File: src/rtl/pipelined_cla_addsub.sv
// Pipelined carry-lookahead adder/subtractor. Each stage adds one CHUNK-bit
// slice with 4-bit lookahead groups; the slice carry is registered between
// stages and the whole pipe stalls together under valid/ready back-pressure.
// Ports: clk, rst_n (async, active low); in_valid/in_ready, A, B, CIN, SUB
// (1 = A-B, CIN ignored); out_valid/out_ready, SUM, COUT (1 = no borrow in
// SUB mode), OVF (signed overflow).
module pipelined_cla_addsub #(
  parameter int WIDTH  = 64,
  parameter int STAGES = 4
) (
  input  logic             clk,
  input  logic             rst_n,
  input  logic             in_valid,
  output logic             in_ready,
  input  logic [WIDTH-1:0] A,
  input  logic [WIDTH-1:0] B,
  input  logic             CIN,
  input  logic             SUB,
  output logic             out_valid,
  input  logic             out_ready,
  output logic [WIDTH-1:0] SUM,
  output logic             COUT,
  output logic             OVF
);

  localparam int CHUNK = WIDTH / STAGES;
  localparam int NG    = (CHUNK + 3) / 4;
  localparam int NB    = NG * 4;

  if ((WIDTH % STAGES) != 0) begin : g_bad_split
    $error("pipelined_cla_addsub: WIDTH must be a multiple of STAGES");
  end

  // Two-level lookahead: flat sum-of-products group carries, then flat
  // sum-of-products bit carries inside each group. Returns {cout, sum}.
  function automatic logic [CHUNK:0] f_cla(
    input logic [CHUNK-1:0] a,
    input logic [CHUNK-1:0] b,
    input logic             ci
  );
    logic [NB-1:0] g;
    logic [NB-1:0] p;
    logic [NG-1:0] gg;
    logic [NG-1:0] gp;
    logic [NG:0]   gc;
    logic [NB:0]   c;
    logic          t;
    logic          acc;
    g   = NB'(a & b);
    p   = NB'(a ^ b);
    gg  = '0;
    gp  = '1;
    gc  = '0;
    c   = '0;
    t   = 1'b0;
    acc = 1'b0;
    for (int j = 0; j < NG; j++) begin
      for (int k = 0; k < 4; k++) begin
        t = g[4*j+k];
        for (int n = k + 1; n < 4; n++) t = t & p[4*j+n];
        gg[j] = gg[j] | t;
        gp[j] = gp[j] & p[4*j+k];
      end
    end
    gc[0] = ci;
    for (int j = 1; j <= NG; j++) begin
      acc = 1'b0;
      for (int k = 0; k < j; k++) begin
        t = gg[k];
        for (int n = k + 1; n < j; n++) t = t & gp[n];
        acc = acc | t;
      end
      t = ci;
      for (int n = 0; n < j; n++) t = t & gp[n];
      gc[j] = acc | t;
    end
    for (int j = 0; j < NG; j++) begin
      for (int k = 0; k < 4; k++) begin
        acc = 1'b0;
        for (int m = 0; m < k; m++) begin
          t = g[4*j+m];
          for (int n = m + 1; n < k; n++) t = t & p[4*j+n];
          acc = acc | t;
        end
        t = gc[j];
        for (int n = 0; n < k; n++) t = t & p[4*j+n];
        c[4*j+k] = acc | t;
      end
    end
    c[NB] = gc[NG];
    return {c[CHUNK], p[CHUNK-1:0] ^ c[CHUNK-1:0]};
  endfunction

  logic             w_adv;
  logic [WIDTH-1:0] w_bm;
  logic             w_c0;
  logic             w_ovf;
  logic             r_ovf;

  assign w_adv    = !out_valid | out_ready;
  assign in_ready = w_adv;

  // Subtract as A + ~B + 1; CIN only matters in add mode.
  assign w_bm = SUB ? ~B : B;
  assign w_c0 = SUB ? 1'b1 : CIN;

  for (genvar s = 0; s < STAGES; s++) begin : g_st
    localparam int LO  = s * CHUNK;
    localparam int REM = WIDTH - (s + 1) * CHUNK;

    logic [CHUNK-1:0]    w_a;
    logic [CHUNK-1:0]    w_b;
    logic [CHUNK-1:0]    w_s;
    logic                w_ci;
    logic                w_co;
    logic                w_vi;
    logic [LO+CHUNK-1:0] w_sn;
    logic [LO+CHUNK-1:0] r_s;
    logic                r_c;
    logic                r_v;

    assign {w_co, w_s} = f_cla(w_a, w_b, w_ci);

    if (s == 0) begin : g_src
      assign w_a  = A[CHUNK-1:0];
      assign w_b  = w_bm[CHUNK-1:0];
      assign w_ci = w_c0;
      assign w_vi = in_valid;
      assign w_sn = w_s;
    end else begin : g_src
      assign w_a  = g_st[s-1].g_al.r_a[CHUNK-1:0];
      assign w_b  = g_st[s-1].g_al.r_b[CHUNK-1:0];
      assign w_ci = g_st[s-1].r_c;
      assign w_vi = g_st[s-1].r_v;
      assign w_sn = {w_s, g_st[s-1].r_s};
    end

    // Operand slices not yet added ride along until their stage.
    if (s < STAGES - 1) begin : g_al
      logic [REM-1:0] w_an;
      logic [REM-1:0] w_bn;
      logic [REM-1:0] r_a;
      logic [REM-1:0] r_b;
      if (s == 0) begin : g_n
        assign w_an = A[WIDTH-1:CHUNK];
        assign w_bn = w_bm[WIDTH-1:CHUNK];
      end else begin : g_n
        assign w_an = g_st[s-1].g_al.r_a[REM+CHUNK-1:CHUNK];
        assign w_bn = g_st[s-1].g_al.r_b[REM+CHUNK-1:CHUNK];
      end
      always_ff @(posedge clk or negedge rst_n) begin
        if (!rst_n) begin
          r_a <= '0;
          r_b <= '0;
        end else if (w_adv) begin
          r_a <= w_an;
          r_b <= w_bn;
        end
      end
    end

    always_ff @(posedge clk or negedge rst_n) begin
      if (!rst_n) begin
        r_v <= 1'b0;
        r_c <= 1'b0;
        r_s <= '0;
      end else if (w_adv) begin
        r_v <= w_vi;
        r_c <= w_co;
        r_s <= w_sn;
      end
    end
  end

  // Carry into the MSB recovered from the MSB sum bit: a ^ b ^ s.
  assign w_ovf = g_st[STAGES-1].w_co
               ^ g_st[STAGES-1].w_a[CHUNK-1]
               ^ g_st[STAGES-1].w_b[CHUNK-1]
               ^ g_st[STAGES-1].w_s[CHUNK-1];

  always_ff @(posedge clk or negedge rst_n) begin
    if (!rst_n) begin
      r_ovf <= 1'b0;
    end else if (w_adv) begin
      r_ovf <= w_ovf;
    end
  end

  assign out_valid = g_st[STAGES-1].r_v;
  assign SUM       = g_st[STAGES-1].r_s;
  assign COUT      = g_st[STAGES-1].r_c;
  assign OVF       = r_ovf;

endmodule

File: config.mk
export PLATFORM = sky130hd
export DESIGN_NAME = pipelined_cla_addsub
export DESIGN_NICKNAME = d
export VERILOG_FILES = /design/src/rtl/pipelined_cla_addsub.sv
export SDC_FILE = /design/constraint.sdc
export NUM_CORES = 1
export LEC_CHECK = 0
export BUFFER_PORTS_ARGS = -buffer_cell sky130_fd_sc_hd__buf_2
export CORE_MARGIN = 2
export CORE_UTILIZATION = 51
export CTS_CLUSTER_DIAMETER = 50
export DETAILED_ROUTE_END_ITERATION = 10
export GPL_TIMING_DRIVEN = 0
export PLACE_DENSITY = 0.71
export SYNTH_ARGS = -nofsm -noshare
export SYNTH_HDL_FRONTEND = slang
export SYNTH_SLANG_ARGS = --single-unit
File: constraint.sdc
create_clock -name clk -period 3.2 [get_ports clk]
set_input_delay 0.32 -clock clk [delete_from_list [all_inputs] [get_ports clk]]
set_output_delay 0.32 -clock clk [all_outputs]
set_load 0.02 [all_outputs]
==> flow_summary.ini, run 1 <==
[timing]
worst_pin_slew_ns = 0.833
hold_viol = 0
setup_tns_ns = 0
timing.fmax_mhz = 335
final.setup.worst_slack_ns = 0.211
finalCritPeriodShare_pct = 93.4
maxSlewViolCount = 0
relSlewSlack_pct = 44.5
whs_ns = 0.00670
rsz0062_at_grt = no
finalCriticalPeriod_ns = 2.99
setup_viol = 0
clock_skew_ns = 0.0108

[pwr]
clock_power_share_pct = 23.9
p_sw_share_pct = 38.5
p_leak_nw = 10.4
p_seq_share_pct = 38.3
internal_power_w = 0.0126
comb_power_share_pct = 37.9
p_switching_w = 0.00792
irDropWorstVdd_mv = 0.452
power_density_mw_per_mm2 = 1030

[cells_and_area]
nFillCells = 2722
fin_nets = 2324
final_area_mm2 = 0.0200
finalNonFillerCells = 2560
areaGrowthSynthToFinish_pct = 20.8
final_layout_size_suffix_gt1_share_pct = 15.8
antennaDiodeCount = 0
final_cell_mix = nand2_1, dfrtp_1, buf_2
final_common_cell = nand2_1

[worst_setup_path]
critPathMaxStageDelay_ns = 0.38
cp.depth = 15
path_class = in2reg
reg2reg_from = g_st[0].g_al.r_a[2]
worstPathCellList = buf_2 > clkbuf_4 > buf_2 > xor2_1 > ha_1 > and3_1 > a221oi_2 > nand2_1 > a21o_1 > ha_1 > o21a_1 > o21a_1 > nor2_1 > xor2_1 > o21ai_0
path_buf_inv = 3
critPathLaunchType = input pin
cp.arrival_ns = 3.37
crit_path_max_fanout = 10
timing.rr.end = g_st[1].r_s[31]
reg2reg_slack_ns = 0.25
crit_start = SUB
endpoint_kind = flip-flop
reg2reg_depth = 12
crit_family = compound AO/OA/AOI/OAI gates
cp-endpoint = g_st[0].r_s[11]
slowest_stage = buf_2
crit_required_ns = 3.58

[synth]
syn-cell-area_mm2 = 0.0166
yosysWarnings = 0
synthesis.nets = 2041
syn_inst = 1811
syn_area_per_cell_um2 = 9.15
synth_seq_cells = 361
ys_seq_area_share_pct = 54.5
synth_cell_type_count = 44

[grt]
grt.total_usage_pct = 25.8
grt_use_met2_pct = 44.7
grt_max_degree = 129
use_met1_pct = 33.7
grt_antenna_before_repair = 0
grt_pass1_vias = 13133
grt_pass1_wl_um = 67800
grt-busiest-layer = met2
grt-ovfl-total = 0
use_met3_pct = 2.94

[clock_network]
cts_max_level = 2
cts_tree = yes
root_buffer = clkbuf_16
clockBufferDepth = 3
clkTransAtPathRegs_ns = 0.06
insertion_delay_ns = 0.53
cts.sinks = 361
numCtsBuffers = 41

[min_path]
worstHoldStart = A[47]
hold_class = in2reg

[routing]
drt-total-wl_um = 42100
drc = 0
drt-pass1-iter-count = 6
wl_per_cell_um = 16.4
vias = 12886
via_per_inst = 5.03
drtIter0Drc = 695
postRouteAntennaNets = 0

[place]
dpl.cell_count = 2449
globalplace.congestion = 0.884
place_area_mm2 = 0.0182
io_buffers = 201
post-place-ws_ns = -0.589
dp.final_hpwl_um = 30300

[die]
rows = 65
fp.dieH_um = 184
core-area_mm2 = 0.0318
initial_utilization_pct = 52.1
die_x_um = 184
ios = 202
dieArea_mm2 = 0.0339

[run_status]
status = complete, no violations

[job]
max_cap_violations = 0
[state kept, by name, summed over array words and instances, names as in the netlist]
name and cells:
SUM 64, g_st.r_s 96, g_st.r_c 3, out_valid 1, g_st.r_v 3, COUT 1
g_st.g_al.r_b 96, g_st.g_al.r_a 96, OVF 1
[cells in the mapped netlist, drive strengths merged]
| library cell | number | share of area [%] |
|---|---|---|
| a2bb2oi | 2 | 0.11 |
| o211ai | 4 | 0.18 |
| a21boi | 2 | 0.091 |
| dfrtp | 361 | 55 |
| o2111ai | 2 | 0.11 |
| o21bai | 1 | 0.045 |
| clkbuf | 34 | 0.77 |
| a21oi | 45 | 1.4 |
| inv | 28 | 0.63 |
| o31a | 2 | 0.11 |
| and3 | 4 | 0.18 |
| xor2 | 39 | 2.1 |
| nand2 | 857 | 19 |
| nor2b | 2 | 0.076 |
| nand4 | 5 | 0.19 |
| nor3 | 14 | 0.42 |
| and2 | 1 | 0.045 |
| ha | 80 | 6.0 |
| a211oi | 3 | 0.17 |
| fa | 16 | 1.9 |
| buf | 52 | 1.6 |
| and4 | 1 | 0.053 |
| o31ai | 15 | 0.71 |
| xnor2 | 61 | 3.2 |
| or2 | 6 | 0.23 |
| a221o | 2 | 0.12 |
| a21o | 8 | 0.36 |
| nor2 | 33 | 0.75 |
| nor4 | 1 | 0.038 |
| o22ai | 2 | 0.076 |
| o21a | 28 | 1.3 |
| nand2b | 5 | 0.19 |
| a31oi | 1 | 0.038 |
| nand3 | 3 | 0.091 |
| o21ai | 90 | 2.7 |
| a221oi | 1 | 0.091 |
[routing by layer]
metal	share of wire, %	vias up	wire length (um)
met2	49	308	20400
li1	-	6359	-
met3	4.5	87	1910
met5	0	-	0
met4	3.3	0	1400
met1	44	6132	18300
[power groups by stage]
| stage | combinational (W) | clock, W | sequential, W |
|---|---|---|---|
| after floorplan | 0.00505 | 0 | 0.00809 |
| after global placement | 0.00747 | 0 | 0.00786 |
| after detailed placement | 0.00774 | 0 | 0.00793 |
| after CTS | 0.00784 | 0.00498 | 0.00787 |
| after global routing | 0.00883 | 0.00517 | 0.00811 |
| final | 0.00778 | 0.00491 | 0.00786 |
[worst min-delay path: stages]
cell and delay (ns):
buf_2 0.08, nand2_1 0.04, nand2_1 0.06
[what timing repair did]
action	CTS	global route
endpoints found under the hold margin	144	0
endpoints found under the setup margin	2	2
hold buffers	37	0
setup buffers	0	0
gates resized for setup	1	3
[through the flow]
step	util, %	total power [W]
2_1_floorplan	-	0.0131
3_3_place_gp	57.0	0.0153
3_5_place_dp	57.2	0.0157
4_1_cts	62.9	0.0207
5_1_grt	62.9	0.0221
6_report	62.9	0.0206
[cells by family (layout without fill, tap and decap cells)]
kind of cell | Yosys count | after routing | share of synthesized area, %
AOI/OAI and AO/OA | 208 | 208 | 7.55
xor gates and xnor gates | 100 | 100 | 5.29
adders and majority gates | 96 | 96 | 7.98
buffers and inverters | 114 | 428 | 2.98
DFF | 361 | 361 | 54.5
and+or+nand+nor | 932 | 932 | 21.7
[worst min path at each step]
| stage | to | slack (ns) | cells after the start |
|---|---|---|---|
| floorplan | COUT | 0.02 | 0 |
| global placement | g_st[2].r_v | 0.44 | 2 |
| detailed placement | g_st[0].g_al.r_a[21] | 0.45 | 1 |
| CTS | g_st[0].g_al.r_a[31] | 0.0003 | 3 |
| global route | g_st[0].g_al.r_a[5] | 0.01 | 3 |
| finish | g_st[0].g_al.r_a[31] | 0.007 | 3 |
[final cells by class]
class                   count  area, um2  area share (%)
clock buffers              56       1210            6.07
flip-flops and latches    361       9030            45.2
inverters                  28        105           0.525
repair buffers            240       1440            7.20
multi-input cells        1336       7050            35.2
plain buffers              86        398            1.99
well taps                 435        544            2.72
clock inverters            18        224            1.12
(Power assumes the default switching activity.)
==> run 2: changes to the inputs <==
- CORE_UTILIZATION: 51 -> 58
- PLACE_DENSITY: 0.71 -> 0.8
==> run 2 against run 1 <==
First-iteration DRC count up 31%. Power fell by 1.5%. Clock-buffer cell count is the same. Worst hold slack improved by 0.0033 ns. Non-clock buffer count is 1 lower. Final cell count shrank 2.4%. Clock skew increased by 0.0086 ns. Maximum frequency decreased by 3.1%. Routed wire length decreased by 0.56%. Die area fell by 12%. Clock power down 8.6%. Core utilization increased by 7.9 points.
==> flow_summary.ini, run 2 (same netlist as run 1, synthesis figures left out) <==
[run_status]
status = complete, no violations

[job]
max_cap_violations = 0

[cells_and_area]
final_area_mm2 = 0.0198
top_regs = g_st.g_al.r_a x96, g_st.g_al.r_b x96, g_st.r_s x96
nFillCells = 2170
final_layout_size_suffix_gt1_share_pct = 15.4
final_util_pct = 70.8
antennaDiodeCount = 0
fin_nets = 2322
final_cell_mix = nand2_1, dfrtp_1, buf_2
final_common_cell = nand2_1
areaGrowthSynthToFinish_pct = 19.4

[place]
dp.final_hpwl_um = 29900
io_buffers = 201
globalplace.congestion = 0.910
place_area_mm2 = 0.0181

[clock_network]
clkTransAtPathRegs_ns = 0.06
cts_tree = yes
root_buffer = clkbuf_16
cts.sinks = 361
clockBufferDepth = 3
numCtsBuffers = 40
cts_max_level = 2
insertion_delay_ns = 0.53
post-cts-setup-buffer-count = 0

[timing]
clock_skew_ns = 0.0194
hold_viol = 0
finalCriticalPeriod_ns = 3.08
rsz0062_at_grt = no
setup_viol = 0
whs_ns = 0.0100
maxSlewViolCount = 0
relSlewSlack_pct = 42.3
worst_pin_slew_ns = 0.866
timing.fmax_mhz = 324
finalCritPeriodShare_pct = 96.4

[grt]
grt_max_degree = 104
grt-ovfl-total = 0
grt_pass1_wl_um = 67500
grt.total_usage_pct = 28.4
grt_antenna_before_repair = 1
grt_pass1_vias = 13519

[pwr]
p_leak_nw = 10.3
power_density_mw_per_mm2 = 1020
irDropWorstVdd_mv = 0.458
power.total_w = 0.0202

[routing]
drt-total-wl_um = 41800
drtIter0Drc = 909
wl_per_cell_um = 16.7
drc = 0
via_per_inst = 5.32
drt-pass1-iter-count = 5
vias = 13277
postRouteAntennaNets = 0

[worst_setup_path]
endpoint_kind = flip-flop
path_class = in2reg
crit_required_ns = 3.58
critPathLaunchType = input pin
crit_path_max_fanout = 10
critPathMaxStageDelay_ns = 0.34
slowest_stage = xor2_1
worstPathCellList = buf_2 > clkbuf_4 > buf_4 > xor2_1 > ha_1 > and3_1 > a221oi_2 > nand2_1 > a21o_1 > ha_1 > o21a_1 > o21a_1 > nor2_1 > xor2_1 > o21ai_0
cp.arrival_ns = 3.46

[die]
core-area_mm2 = 0.0279
initial_utilization_pct = 59.3
dieArea_mm2 = 0.0299
die_x_um = 173
ios = 202
rows = 61
fp.dieH_um = 173

[min_path]
hold_class = in2reg
[run 2: repair_timing]
item | in CTS | in global routing
resized for setup | 1 | 1
hold buffers | 35 | 0
endpoints found under the setup margin | 1 | 2
endpoints found under the hold margin | 106 | 0
[run 2: final timing paths]
path / startpoint / slack, ns / cells after the start / endpoint
setup / recovery: SUB / 0.12 / 15 / g_st[0].r_s[11]
hold / removal: A[23] / 0.01 / 3 / g_st[0].g_al.r_a[7]
setup reg to reg: g_st[0].g_al.r_a[2] / 0.26 / 12 / g_st[1].r_s[31]
hold reg to reg: SUM[14] / 0.46 / 2 / SUM[14]
max in group asynchronous: rst_n / 1.57 / 4 / g_st[2].g_al.r_b[14]
min in group asynchronous: rst_n / 0.33 / 2 / g_st[0].g_al.r_a[21]
[run 2: layout make-up]
type                       instances  area, um2  area share (%)
inverter                          28        105           0.531
tap                              378        473            2.39
clock buffer                      56       1140            5.77
clock inverter                    14        146           0.740
timing repair buffer             239       1450            7.32
sequential                       361       9030            45.7
buffer                            86        394            1.99
multi-input combinational       1336       7040            35.6
[run 2: per-stage QoR]
stage                     worst slack [ns]   TNS, ns  std cells
final                                0.117         0       2498
after global routing                0.0449         0       2498
after CTS                           0.0722         0       2498
after detailed placement            -0.527     -3.18       2393
after global placement               -4.84  -1740.14       2390
after floorplan                      0.311         0       1811
[run 2: critical path: cells and delay by family]
family                   cells  cell delay [ns]
AO/OA/AOI/OAI                5             0.95
XOR/XNOR                     2             0.51
adder cells (fa/ha/maj)      2             0.51
buffers and inverters        3             0.77
AND/OR/NAND/NOR              3             0.39
[run 2: where the power goes]
part | total, W | internal (W) | switching, W
sequential | 0.00791 | 0.00663 | 0.00128
combinational | 0.00785 | 0.00302 | 0.00483
clock | 0.00449 | 0.00267 | 0.00182
total | 0.0202 | 0.0123 | 0.00793
[run 2: metal layers]
layer | wire length [um] | global-route usage, %
met5 | 0 | 0
met4 | 2330 | 15.2
met3 | 2300 | 3.76
met2 | 20300 | 48.1
met1 | 16900 | 35.7
==> run 3: changes to the inputs <==
- CORE_ASPECT_RATIO: unset -> 1.4
==> run 3 against run 2 <==
Maximum frequency is 2.5% higher. Sequential share of layout area up 0.53 points. Flip-flop and latch count did not move. Critical path depth increased by 1. First-iteration DRC count down 10%. Clock power down 7.3%. Worst setup slack gained 0.076 ns. Via count fell by 1.5%. Routed wire length down 1.3%. Design area is 1.1% lower. Die area is essentially flat. Non-clock buffer count is 9 lower. Critical path type unchanged. Largest cell class unchanged.
==> flow_summary.ini, run 3 (same netlist as run 1, synthesis figures left out) <==
[worst_setup_path]
critPathMaxStageDelay_ns = 0.35
crit_path_max_fanout = 10
slowest_stage = o211ai_1
cp.arrival_ns = 3.39
crit_required_ns = 3.58
worstPathCellList = buf_2 > buf_6 > buf_6 > xor2_1 > ha_1 > o21ai_1 > a21oi_1 > o211ai_1 > nand2_1 > a21o_1 > ha_1 > o21a_1 > o21a_1 > nor2_1 > xor2_1 > o21ai_0
path_class = in2reg
endpoint_kind = flip-flop
critPathLaunchType = input pin
reg2reg_from = g_st[1].g_al.r_a[0]
crit_start = SUB

[routing]
vias = 13081
wl_per_cell_um = 16.7
drc = 0
drt-total-wl_um = 41300
postRouteAntennaNets = 0
via_per_inst = 5.28
drt-pass1-iter-count = 5
drtIter0Drc = 814

[grt]
grt.total_usage_pct = 28.2
grt-ovfl-total = 0
grt_pass1_wl_um = 66400
grt_antenna_before_repair = 1
grt_pass1_vias = 13318
grt_max_degree = 126

[pwr]
comb_power_share_pct = 39.5
internal_power_w = 0.0121
p_sw_share_pct = 39.3
power_density_mw_per_mm2 = 1020
p_leak_nw = 10.2
p_switching_w = 0.00782
irDropWorstVdd_mv = 0.441
clock_power_share_pct = 20.9
p_seq_share_pct = 39.6

[place]
dp.final_hpwl_um = 29900
io_buffers = 201
post-place-ws_ns = -0.741
globalplace.congestion = 0.897
dpl.cell_count = 2389

[timing]
clock_skew_ns = 0.0150
maxSlewViolCount = 0
whs_ns = 0.0109
rsz0062_at_grt = no
timing.fmax_mhz = 333
relSlewSlack_pct = 37.3
finalCriticalPeriod_ns = 3.01
worst_pin_slew_ns = 0.940
final.setup.worst_slack_ns = 0.193
setup_viol = 0
hold_viol = 0
finalCritPeriodShare_pct = 94.0

[cells_and_area]
finalNonFillerCells = 2478
fin_nets = 2309
final_cell_mix = nand2_1, dfrtp_1, buf_2
top_regs = g_st.g_al.r_a x96, g_st.g_al.r_b x96, g_st.r_s x96
areaGrowthSynthToFinish_pct = 18.0
final_common_cell = nand2_1
final_layout_size_suffix_gt1_share_pct = 15.1

[clock_network]
cts.sinks = 361
cts_tree = yes
root_buffer = clkbuf_16
insertion_delay_ns = 0.52
clkTransAtPathRegs_ns = 0.06
post-cts-setup-buffer-count = 0
numCtsBuffers = 36
clockBufferDepth = 3
cts_max_level = 2

[die]
fp.dieH_um = 204
core-area_mm2 = 0.0282
ios = 202
dieArea_mm2 = 0.0299
die_x_um = 147
rows = 73
initial_utilization_pct = 58.7

[min_path]
worstHoldStart = A[37]
hold_class = in2reg

[job]
max_cap_violations = 0

[run_status]
status = complete, no violations
-- run 3: changes by cell type in the layout (fill, tap and decap cells not counted), moves of 2 or more --
| cell | previous run | this run |
|---|---|---|
| diode_2 | 0 | 2 |
| clkbuf_16 | 41 | 37 |
| clkbuf_1 | 43 | 41 |
| buf_6 | 0 | 2 |
| inv_6 | 3 | 0 |
| dlygate4sd3_1 | 35 | 27 |
-- run 3: area by class of cell --
cell class / instances / area [um2]
Clock inverter: 9 / 104
Buffer: 86 / 404
Tap cell: 375 / 469
Clock buffer: 51 / 1050
Fill cell: 2169 / 8670
Antenna cell: 2 / 5.00
Sequential cell: 361 / 9030
Timing Repair Buffer: 230 / 1340
Multi-Input combinational cell: 1336 / 7040
Inverter: 28 / 105
-- run 3: final timing paths --
kind | to | slack, ns | cells past startpoint
max in group asynchronous | g_st[2].r_v | 1.54 | 3
hold reg to reg | SUM[25] | 0.46 | 2
setup reg to reg | g_st[2].r_s[47] | 0.20 | 12
hold / removal | g_st[0].g_al.r_a[21] | 0.01 | 3
min in group asynchronous | SUM[32] | 0.50 | 2
setup / recovery | g_st[0].r_s[11] | 0.19 | 16
-- run 3: per-stage QoR --
stage / utilization, % / instance area [um2] / total power, W / TNS (ns)
final: 69.3 / 19600 / 0.0199 / 0
after detailed placement: 64.2 / 18100 / 0.0157 / -5.16
after global placement: 63.9 / 18000 / 0.0152 / -1747.86
after floorplan: - / 16600 / 0.0131 / 0
after global routing: 69.3 / 19600 / 0.0213 / 0
after CTS: 69.2 / 19500 / 0.0199 / 0
-- run 3: power groups by stage --
stage	sequential, W	clock, W	combinational [W]
floorplan	0.00809	0	0.00505
global placement	0.00782	0	0.00740
detailed placement	0.00791	0	0.00777
CTS	0.00784	0.00422	0.00787
global route	0.00808	0.00439	0.00881
finish	0.00787	0.00416	0.00785
-- run 3: metal layers --
layer | vias up | wire length [um] | GRT usage (%)
li1 | 6286 | - | -
met1 | 6242 | 15700 | 32.7
met2 | 407 | 21000 | 50.4
met3 | 144 | 2150 | 3.59
met4 | 2 | 2500 | 16.2
met5 | - | 13 | 0
-- run 3: critical path, delay by kind of cell --
kind / cells / cell delay, ns
xor gates and xnor gates: 2 / 0.46
AOI/OAI and AO/OA: 7 / 1.24
and+or+nand+nor: 2 / 0.22
adders and majority gates: 2 / 0.49
buffers and inverters: 3 / 0.66
-- run 3: timing repair --
item / CTS / global route
hold endpoints to repair: 149 / 0
resized for setup: 2 / 5
hold buffers: 27 / 0
setup endpoints to repair: 3 / 3
cloned: 0 / 0
